===== config.mk =====
export PLATFORM = sky130hd
export DESIGN_NAME = sram_fifo_ctrl
export DESIGN_NICKNAME = d
export VERILOG_FILES = /design/src/rtl/sram_fifo_pkg.sv /design/src/rtl/sram_fifo_ctrl_fifo2_buf.sv /design/src/rtl/sram_fifo_ctrl.sv
export SDC_FILE = /design/constraint.sdc
export NUM_CORES = 1
export LEC_CHECK = 0
export BUFFER_PORTS_ARGS = -buffer_cell sky130_fd_sc_hd__buf_4
export CAP_MARGIN = 0
export CORE_MARGIN = 2
export CORE_UTILIZATION = 44
export DETAILED_ROUTE_END_ITERATION = 16
export GPL_ROUTABILITY_DRIVEN = 0
export PLACE_DENSITY_LB_ADDON = 0.15
export SETUP_SLACK_MARGIN = 0.5
export SYNTH_ARGS = -nofsm -noshare
export SYNTH_HDL_FRONTEND = slang
export SYNTH_SLANG_ARGS = --single-unit

===== constraint.sdc =====
create_clock -name clk -period 4.8 [get_ports clk]
set_input_delay 0.72 -clock clk [delete_from_list [all_inputs] [get_ports clk]]
set_output_delay 0.72 -clock clk [all_outputs]
set_load 0.005 [all_outputs]

===== src/rtl/sram_fifo_pkg.sv =====
// Shared helpers for the SRAM-backed FIFO controller: the pointer wrap rule
// and the width derivation for the occupancy counter.
package sram_fifo_pkg;

  // The occupancy counter must hold MEM_SZ SRAM entries plus the in-flight
  // read and the two output-buffer slots. Two extra bits cover that.
  localparam int unsigned CNT_PAD = 2;

  function automatic int unsigned cnt_sz(input int unsigned addr_sz);
    return addr_sz + CNT_PAD;
  endfunction

  // Advance a pointer by one entry. MEM_SZ need not be a power of two, so
  // the pointer wraps explicitly at MEM_SZ-1.
  function automatic int unsigned ptr_inc(input int unsigned ptr, input int unsigned mem_sz);
    return (ptr >= mem_sz - 1) ? 0 : ptr + 1;
  endfunction

endpackage


===== src/rtl/sram_fifo_ctrl_fifo2_buf.sv =====
// Two-entry output buffer that absorbs the SRAM's one-cycle read latency.
// A push and a pop may occur in the same cycle, including when both slots
// are full: the pop frees the head slot and the push lands at the tail.
module fifo2_buf #(
  parameter int unsigned DATA_SZ = 64
) (
  input  logic               clk,
  input  logic               rst_n,
  input  logic               i_push,
  input  logic [DATA_SZ-1:0] i_push_data,
  input  logic               i_pop,
  output logic [DATA_SZ-1:0] o_head,
  output logic [1:0]         o_cnt
);

  logic [DATA_SZ-1:0] r_slot0;
  logic [DATA_SZ-1:0] r_slot1;
  logic [1:0]         r_cnt;
  logic               w_pop;
  logic               w_push;
  logic [1:0]         w_fill;

  // A pop on an empty buffer, or a push into a full one without a pop, is ignored.
  assign w_pop  = i_pop && (r_cnt != 2'd0);
  assign w_push = i_push && ((r_cnt != 2'd2) || w_pop);
  // Occupancy after the pop: this is the slot index the push lands in.
  assign w_fill = r_cnt - {1'b0, w_pop};

  assign o_head = r_slot0;
  assign o_cnt  = r_cnt;

  // Occupancy counter.
  // NOTE: sequential state uses non-blocking assignments so every register
  // samples the pre-edge values regardless of block ordering.
  always_ff @(posedge clk or negedge rst_n) begin
    if (!rst_n) begin
      r_cnt <= 2'd0;
    end else begin
      r_cnt <= r_cnt + {1'b0, w_push} - {1'b0, w_pop};
    end
  end

  // Payload slots: shift on pop, then write the push into the first free slot.
  // NOTE: payload storage is deliberately not reset; r_cnt alone decides
  // validity, and leaving data flops unreset keeps them plain enable flops.
  always_ff @(posedge clk) begin
    if (w_pop) begin
      r_slot0 <= r_slot1;
    end
    if (w_push) begin
      if (w_fill == 2'd0) begin
        r_slot0 <= i_push_data;
      end else begin
        r_slot1 <= i_push_data;
      end
    end
  end

endmodule


===== src/rtl/sram_fifo_ctrl.sv =====
// Valid/ready FIFO controller in front of a 1R1W SRAM with registered read
// data. Reads are issued early into a two-entry output buffer so the FIFO
// sustains one enqueue and one dequeue per cycle.
module sram_fifo_ctrl
  import sram_fifo_pkg::*;
#(
  parameter int unsigned ADDR_SZ = 9,
  parameter int unsigned DATA_SZ = 64,
  parameter int unsigned MEM_SZ  = 512
) (
  input  logic               clk,
  input  logic               rst_n,
  input  logic               i_enq_valid,
  output logic               o_enq_ready,
  input  logic [DATA_SZ-1:0] i_enq_data,
  output logic               o_deq_valid,
  input  logic               i_deq_ready,
  output logic [DATA_SZ-1:0] o_deq_data,
  output logic               o_sram_write_en,
  output logic [ADDR_SZ-1:0] o_sram_write_addr,
  output logic [DATA_SZ-1:0] o_sram_write_data,
  output logic               o_sram_read_en,
  output logic [ADDR_SZ-1:0] o_sram_read_addr,
  input  logic [DATA_SZ-1:0] i_sram_read_data,
  output logic [ADDR_SZ+1:0] o_count
);

  localparam int unsigned CNT_SZ  = cnt_sz(ADDR_SZ);
  localparam int unsigned SCNT_SZ = ADDR_SZ + 1;

  logic [ADDR_SZ-1:0] r_wr_ptr;
  logic [ADDR_SZ-1:0] r_rd_ptr;
  logic [SCNT_SZ-1:0] r_sram_cnt;
  logic               r_inflight;

  logic [1:0]         w_ob_cnt;
  logic [DATA_SZ-1:0] w_ob_head;
  logic               w_enq_fire;
  logic               w_deq_fire;
  logic               w_rd_issue;
  logic [2:0]         w_ob_demand;

  // Full only when the SRAM region is full; the output buffer is extra capacity.
  assign o_enq_ready = (r_sram_cnt < SCNT_SZ'(MEM_SZ));
  // rst_n gating keeps the SRAM ports quiet while reset is held, even if the
  // producer keeps enq_valid high.
  assign w_enq_fire  = i_enq_valid && o_enq_ready && rst_n;

  assign o_deq_valid = (w_ob_cnt != 2'd0);
  assign o_deq_data  = w_ob_head;
  assign w_deq_fire  = o_deq_valid && i_deq_ready;

  // Slots the buffer will need next cycle if no new read is issued. A read
  // is issued only when it is guaranteed a slot, so the buffer never overflows.
  assign w_ob_demand = {1'b0, w_ob_cnt} + {2'b00, r_inflight} - {2'b00, w_deq_fire};
  assign w_rd_issue  = rst_n && (r_sram_cnt != '0) && (w_ob_demand < 3'd2);

  // An entry written this cycle is not counted in r_sram_cnt until the edge,
  // so a read can never target an address being written in the same cycle.
  assign o_sram_write_en   = w_enq_fire;
  assign o_sram_write_addr = r_wr_ptr;
  assign o_sram_write_data = i_enq_data;
  assign o_sram_read_en    = w_rd_issue;
  assign o_sram_read_addr  = r_rd_ptr;

  assign o_count = CNT_SZ'(r_sram_cnt) + CNT_SZ'(r_inflight) + CNT_SZ'(w_ob_cnt);

  // Pointer, SRAM occupancy and in-flight tracking.
  always_ff @(posedge clk or negedge rst_n) begin
    if (!rst_n) begin
      r_wr_ptr   <= '0;
      r_rd_ptr   <= '0;
      r_sram_cnt <= '0;
      r_inflight <= 1'b0;
    end else begin
      if (w_enq_fire) begin
        r_wr_ptr <= ADDR_SZ'(ptr_inc(32'(r_wr_ptr), MEM_SZ));
      end
      if (w_rd_issue) begin
        r_rd_ptr <= ADDR_SZ'(ptr_inc(32'(r_rd_ptr), MEM_SZ));
      end
      case ({w_enq_fire, w_rd_issue})
        2'b10:   r_sram_cnt <= r_sram_cnt + 1'b1;
        2'b01:   r_sram_cnt <= r_sram_cnt - 1'b1;
        default: r_sram_cnt <= r_sram_cnt;
      endcase
      // Clearing this on reset is what discards read data from a pre-reset read.
      r_inflight <= w_rd_issue;
    end
  end

  // Output buffer: catches read data the cycle after issue, presents the head.
  fifo2_buf #(
    .DATA_SZ(DATA_SZ)
  ) u_ob (
    .clk        (clk),
    .rst_n      (rst_n),
    .i_push     (r_inflight),
    .i_push_data(i_sram_read_data),
    .i_pop      (w_deq_fire),
    .o_head     (w_ob_head),
    .o_cnt      (w_ob_cnt)
  );

endmodule


-- Yosys cells after proc, flatten, opt, wreduce, memory -nomap -nowiden
Index checks and enable logic that the tools add are counted.
- flip-flop bits (word level): 159
- latch bits: 0
- memory bits (writable): 0
- bits in read-only memories: 0
- output and inout bits: 161
- word-level logic and storage cells: 45
- memories: 0
- add/sub/neg operators: 11
- multipliers: 0
- div/mod/pow operators: 0
- magnitude comparators: 4
- equal/unequal tests: 3
- shifts and indexed selects: 0
- multiplexer cells: 6
- bitwise logic cells: 1
- reduce and logical (&&, ||, !) cells: 13
- operator list (kind ; count):
    $mux W64 ; 3
    $pmux W10 S2 ; 1
    $add A9 B1 Y9 const B ; 2
    $ge A9 B9 Y1 const B ; 2
    $mux W9 ; 2
    $add A10 B1 Y11 ; 1
    $add A11 B2 Y11 ; 1
    $add A10 B1 Y10 const B ; 1
    $lt A10 B10 Y1 const B ; 1
    $reduce_bool A10 Y1 ; 1
    $sub A10 B1 Y10 const B ; 1
    $logic_and A1 B1 Y1 ; 7
    $reduce_bool A2 Y1 ; 2
    $sub A2 B1 Y2 ; 2
    $add A2 B1 Y3 ; 1
    $lt A3 B2 Y1 const B ; 1
    $sub A3 B1 Y3 ; 1
    $add A2 B1 Y2 ; 1
    $eq A2 B1 Y1 const B ; 1
    $eq A2 B2 Y1 const B ; 1
    $logic_not A2 Y1 ; 1
    $ne A2 B2 Y1 const B ; 1
    $reduce_and A2 Y1 ; 1
    $logic_or A1 B1 Y1 ; 1
    $not A1 Y1 ; 1

-- Logic depth before layout (Yosys ltp)
- depth after elaboration: 7
- mapped depth: 22

-- By module
From an unflattened synthesis, not the netlist that was laid out.
- cell total of the unflattened synthesis: 727
- area total of the unflattened synthesis: 7280.7 µm²
- modules (own cells, without submodules) (module ; times used ; cells each ; area an instance (µm²)):
    fifo2_buf ; 1 ; 437 ; 4772.1
    sram_fifo_ctrl ; 1 ; 290 ; 2508.7

-- Worst setup path after synthesis
No wires, ideal clock.
- path kind: in2reg
- from: input port i_deq_ready
- to: register u_ob.r_slot1[0], enable pin
- arrival: 4576 ps
- setup slack: -269 ps
- stages: 9
- path through: nand2_1 buf_4 buf_4 inv_1 ha_1 inv_1 ha_1 nor2_1 nor2b_1
- word-level cells in the longest chain between the ends: 6
- elaborated cells on any way between the ends: 8
- classes of those cells: 1 x add/sub; 1 x bitwise; 6 x reduce/logical
- ends and longest elaborated chain (element ; line ; source):
    from (decl) ; sram_fifo_ctrl.sv:17 ; input logic i_deq_ready,
    $logic_and A1 B1 Y1 * ; sram_fifo_ctrl.sv:51 ; assign w_deq_fire = o_deq_valid && i_deq_ready;
    $logic_and A1 B1 Y1 * ; sram_fifo_ctrl_fifo2_buf.sv:24 ; assign w_pop = i_pop && (r_cnt != 2'd0);
    $sub A2 B1 Y2 ; sram_fifo_ctrl_fifo2_buf.sv:27 ; assign w_fill = r_cnt - {1'b0, w_pop};
    $logic_not A2 Y1 ; sram_fifo_ctrl_fifo2_buf.sv:51 ; if (w_fill == 2'd0) begin
    $not A1 Y1 (no line) ; -- ;
    $reduce_and A2 Y1 (no line) * ; -- ;
    to (signal assigned) ; sram_fifo_ctrl_fifo2_buf.sv:54 ; r_slot1 <= i_push_data;
    to (decl) ; sram_fifo_ctrl_fifo2_buf.sv:17 ; logic [DATA_SZ-1:0] r_slot1;
Mark *: on every way between the ends. The rest lies on a longest branch, timed or not.
A chain may end at the register's enable or synchronous reset.

-- Final worst setup path
- from: register u_ob.r_cnt[1], in the netlist u_ob.o_cnt[1]
- to: register r_sram_cnt[9]
- word-level cells in the longest chain between the ends: 7
- elaborated cells on any way between the ends: 10
- classes of those cells: 2 x add/sub; 1 x order compare; 2 x eq/ne; 1 x mux; 4 x reduce/logical
- ends and longest elaborated chain (element ; line ; source):
    from (decl) ; sram_fifo_ctrl_fifo2_buf.sv:18 ; logic [1:0] r_cnt;
    from (signal assigned) ; sram_fifo_ctrl_fifo2_buf.sv:39 ; r_cnt <= r_cnt + {1'b0, w_push} - {1'b0, w_pop};
    branches (longest 2 deep; another with $add A2 B1 Y3) ; -- ;
    $sub A3 B1 Y3 * ; sram_fifo_ctrl.sv:55 ; assign w_ob_demand = {1'b0, w_ob_cnt} + {2'b00, r_inflight} - {2'b00, w_deq_fire};
    $lt A3 B2 Y1 * ; sram_fifo_ctrl.sv:56 ; assign w_rd_issue = rst_n && (r_sram_cnt != '0) && (w_ob_demand < 3'd2);
    $logic_and A1 B1 Y1 * ; sram_fifo_ctrl.sv:56 ;
    $eq A2 B1 Y1 or $eq A2 B2 Y1 (tied branches) ; sram_fifo_ctrl.sv:82 ; case ({w_enq_fire, w_rd_issue})
    $pmux W10 S2 or $reduce_bool A2 Y1 (tied branches) ; -- ;
    to (signal assigned) ; sram_fifo_ctrl.sv:83 ; 2'b10: r_sram_cnt <= r_sram_cnt + 1'b1;
    to (signal assigned) ; sram_fifo_ctrl.sv:84 ; 2'b01: r_sram_cnt <= r_sram_cnt - 1'b1;
    to (signal assigned) ; sram_fifo_ctrl.sv:85 ; default: r_sram_cnt <= r_sram_cnt;
    to (decl) ; sram_fifo_ctrl.sv:33 ; logic [SCNT_SZ-1:0] r_sram_cnt;
Every way passes the cells marked *.

==> impl_metrics.json <==
{
  "fp.dieW_um": 131.6,
  "drt-initial-drc-count": 282,
  "hpwl_um": 10730,
  "syn_area_per_cell_sq_um": 11.03,
  "io_buffers": 164,
  "via_per_inst": 5.009,
  "min_path_type": "primary input to async pin",
  "mostFrequentLayoutCells": "buf_4, nor2_1, a21oi_1",
  "synth_cells": 649,
  "start_util": 0.4508,
  "antenna_cells": 0,
  "die_area_sq_um": 17310,
  "cts_max_level": 4,
  "required_ns": 5.10,
  "power.internal_mw": 3.961,
  "ys_warn_count": 0,
  "rows": 46,
  "status": "completed",
  "cts_hold_buf": 0,
  "synth.distinct_cells": 48,
  "antenna_left": 0,
  "crit_arrival_ns": 4.25,
  "area_growth_pct": 22.09,
  "first_pass_iters": 4,
  "min_period_ns": 3.947,
  "vias": 4889,
  "cts_buffers": 17,
  "pin_count": 293,
  "fmax_mhz": 253.4,
  "sw_frac_of_total": 0.3277,
  "cp-end-kind": "flop",
  "coreArea_sq_um": 15890,
  "die_h_um": 131.6,
  "grt_max_degree": 66,
  "synthAdderAreaFrac": 0.04089,
  "relSlewSlack": 0.2246,
  "cts_tree": "yes",
  "cap_violations": 0,
  "fin_worst_skew_ns": 0.01019,
  "utilization": 0.5503,
  "postCtsResizedCells": 0,
  "whs_ns": 0.2558,
  "ys_seq_elements": 159,
  "p_comb_frac": 0.383,
  "crit_path_start_kind": "flop",
  "grt_use_total": 0.1790,
  "netlist_area_sq_um": 7161,
  "drc": 0,
  "stdcell_count": 976,
  "fin_setup_tns_ns": 0,
  "antenna_found_initial": 0,
  "syn-num-nets": 802,
  "clkLatencyLatePin_ns": 0.42,
  "place_inst": 945,
  "wl_per_cell_um": 16.03,
  "crit_fanout": 14,
  "cts_root_buf": "clkbuf_16",
  "synthXorXnorAreaFrac": 0.02079,
  "postCtsSetupBuffers": 0,
  "yosys.area_share.simple": 0.1031,
  "pre_cts_ws_ns": 0.7256,
  "period_share": 0.8223,
  "worst-setup-path-type": "flop to flop",
  "drt-total-wl_um": 15650,
  "tightestPinTransition_ns": 1.163,
  "synthMuxAreaShare": 0.09558,
  "ys.flop_type": "edfxtp_1",
  "grt_pass1_vias": 4799,
  "synth_top_family_by_area": "simple AND/OR/NAND/NOR gates",
  "final_nets": 901,
  "ir_drop_mv": 0.3583,
  "async_flop_share": 0.1950,
  "synth_compound_area_frac": 0.09261,
  "overflow": 0,
  "seqPwrFrac": 0.379,
  "synth_seq_area_share": 0.5557,
  "slew_violations": 0,
  "final_common_cell": "buf_4",
  "synth_edf_count": 64,
  "grt_pass1_wl_um": 24680,
  "setup_slack_ns": 0.8531,
  "clock_path_buffers": 2,
  "finalHoldViolations": 0,
  "p_leak_nw": 3.941,
  "cts.sinks": 159,
  "rsz0062_at_grt": "no",
  "path_clk_slew_ns": 0.06,
  "drive_above_1_share": 0.2855,
  "setup_viol": 0,
  "pwr-share-clk": 0.238,
  "powerDensity_nw_per_um2": 673.9,
  "p_switching_mw": 1.930
}
==> logic make-up after synthesis <==
family / after synthesis
flip-flops: 159
AO/OA/AOI/OAI: 120
AND/OR/NAND/NOR: 161
multiplexers: 68
buffers and inverters: 103
adder cells (fa/ha/maj): 21
XOR/XNOR: 17
==> final cells by class <==
cell class / count / area (sq um)
Fill cell: 1430 / 7143
Sequential cell: 159 / 3979
Multi-Input combinational cell: 387 / 2552
Timing Repair Buffer: 168 / 1261
Clock buffer: 20 / 467.9
Tap cell: 216 / 270.3
Clock inverter: 11 / 155.1
Inverter: 15 / 56.30
==> worst paths after layout <==
check / from / end / cells after the start / slack (ns)
min in group clk: i_sram_read_data[28] / u_ob.r_slot1[28]$_DFFE_PP_ / 1 / 0.49
setup reg to reg: u_ob.o_cnt[1]$_DFF_PN0_ / r_sram_cnt[9]$_DFFE_PN0P_ / 19 / 0.85
max in group asynchronous: rst_n / o_sram_read_addr[1]$_DFFE_PN0P_ / 1 / 4.22
hold reg to reg: o_sram_write_addr[4]$_DFFE_PN0P_ / o_sram_write_addr[4]$_DFFE_PN0P_ / 1 / 0.51
hold / removal: rst_n / r_sram_cnt[7]$_DFFE_PN0P_ / 1 / 0.26
setup / recovery: u_ob.o_cnt[1]$_DFF_PN0_ / r_sram_cnt[9]$_DFFE_PN0P_ / 19 / 0.85
==> routing by layer <==
metal | routed length, um | global-route usage
met3 | 1285 | 0.07215
met2 | 7600 | 0.2949
met4 | 395 | 0.08031
met1 | 6366 | 0.2046
met5 | 0 | 0
==> state kept, by name, summed over array words and instances, names as in the netlist <==
register,count
u_ob.o_head,64
u_ob.r_slot1,64
r_sram_cnt,10
o_sram_read_addr,9
o_sram_write_addr,9
u_ob.o_cnt,2
r_inflight,1
==> Yosys cell counts, types with 3 or more instances <==
library cell | instances | area share
buf_1 | 5 | 0.0026
nand3_1 | 12 | 0.0084
nor4b_1 | 3 | 0.0037
xor2_1 | 8 | 0.0098
nor2b_1 | 4 | 0.0035
edfxtp_1 | 64 | 0.27
nor2_1 | 85 | 0.045
ha_1 | 17 | 0.030
a21oi_1 | 75 | 0.052
o31ai_1 | 3 | 0.0031
nor3_1 | 5 | 0.0035
and3_1 | 7 | 0.0061
a22o_1 | 3 | 0.0037
dfrtp_1 | 31 | 0.11
buf_2 | 4 | 0.0028
inv_2 | 4 | 0.0021
xnor2_1 | 9 | 0.011
mux2i_1 | 65 | 0.091
o21ai_0 | 5 | 0.0035
inv_1 | 11 | 0.0058
nand2_1 | 27 | 0.014
nor3b_1 | 5 | 0.0052
a31oi_1 | 4 | 0.0035
mux2_2 | 3 | 0.0047
o21ai_1 | 20 | 0.014
clkbuf_1 | 9 | 0.0047
fa_1 | 4 | 0.011
buf_4 | 69 | 0.072
dfxtp_1 | 64 | 0.18
==> power groups by stage <==
stage | Clock [mW] | Sequential, mW | Combinational (mW)
after floorplan | 0 | 2.22 | 1.33
after global placement | 0 | 2.24 | 2.22
after detailed placement | 0 | 2.26 | 2.29
after CTS | 1.44 | 2.24 | 2.29
after global routing | 1.50 | 2.30 | 2.51
final | 1.40 | 2.23 | 2.26
==> metrics by stage <==
| stage | total power, mW | area, sq um |
|---|---|---|
| global route | 6.308 | 8742 |
| CTS | 5.972 | 8742 |
| finish | 5.891 | 8742 |
| floorplan | 3.556 | 7166 |
| global placement | 4.461 | 8119 |
| detailed placement | 4.546 | 8119 |
==> critical path, stage by stage (launching register included) <==
cell and delay (ns):
dfrtp_1 0.48, inv_2 0.10, nand2_1 0.11, nand2_4 0.10, inv_1 0.04, ha_1 0.26
inv_1 0.09, nand2_1 0.07, fa_1 0.37, xnor2_1 0.14, nand4_1 0.15, inv_2 0.12
ha_2 0.36, ha_1 0.29, a21oi_1 0.19, nor2_1 0.11, o31ai_1 0.36, a21oi_1 0.14
mux2i_1 0.14, a22o_1 0.21
Power figures use the tool's default switching activity.
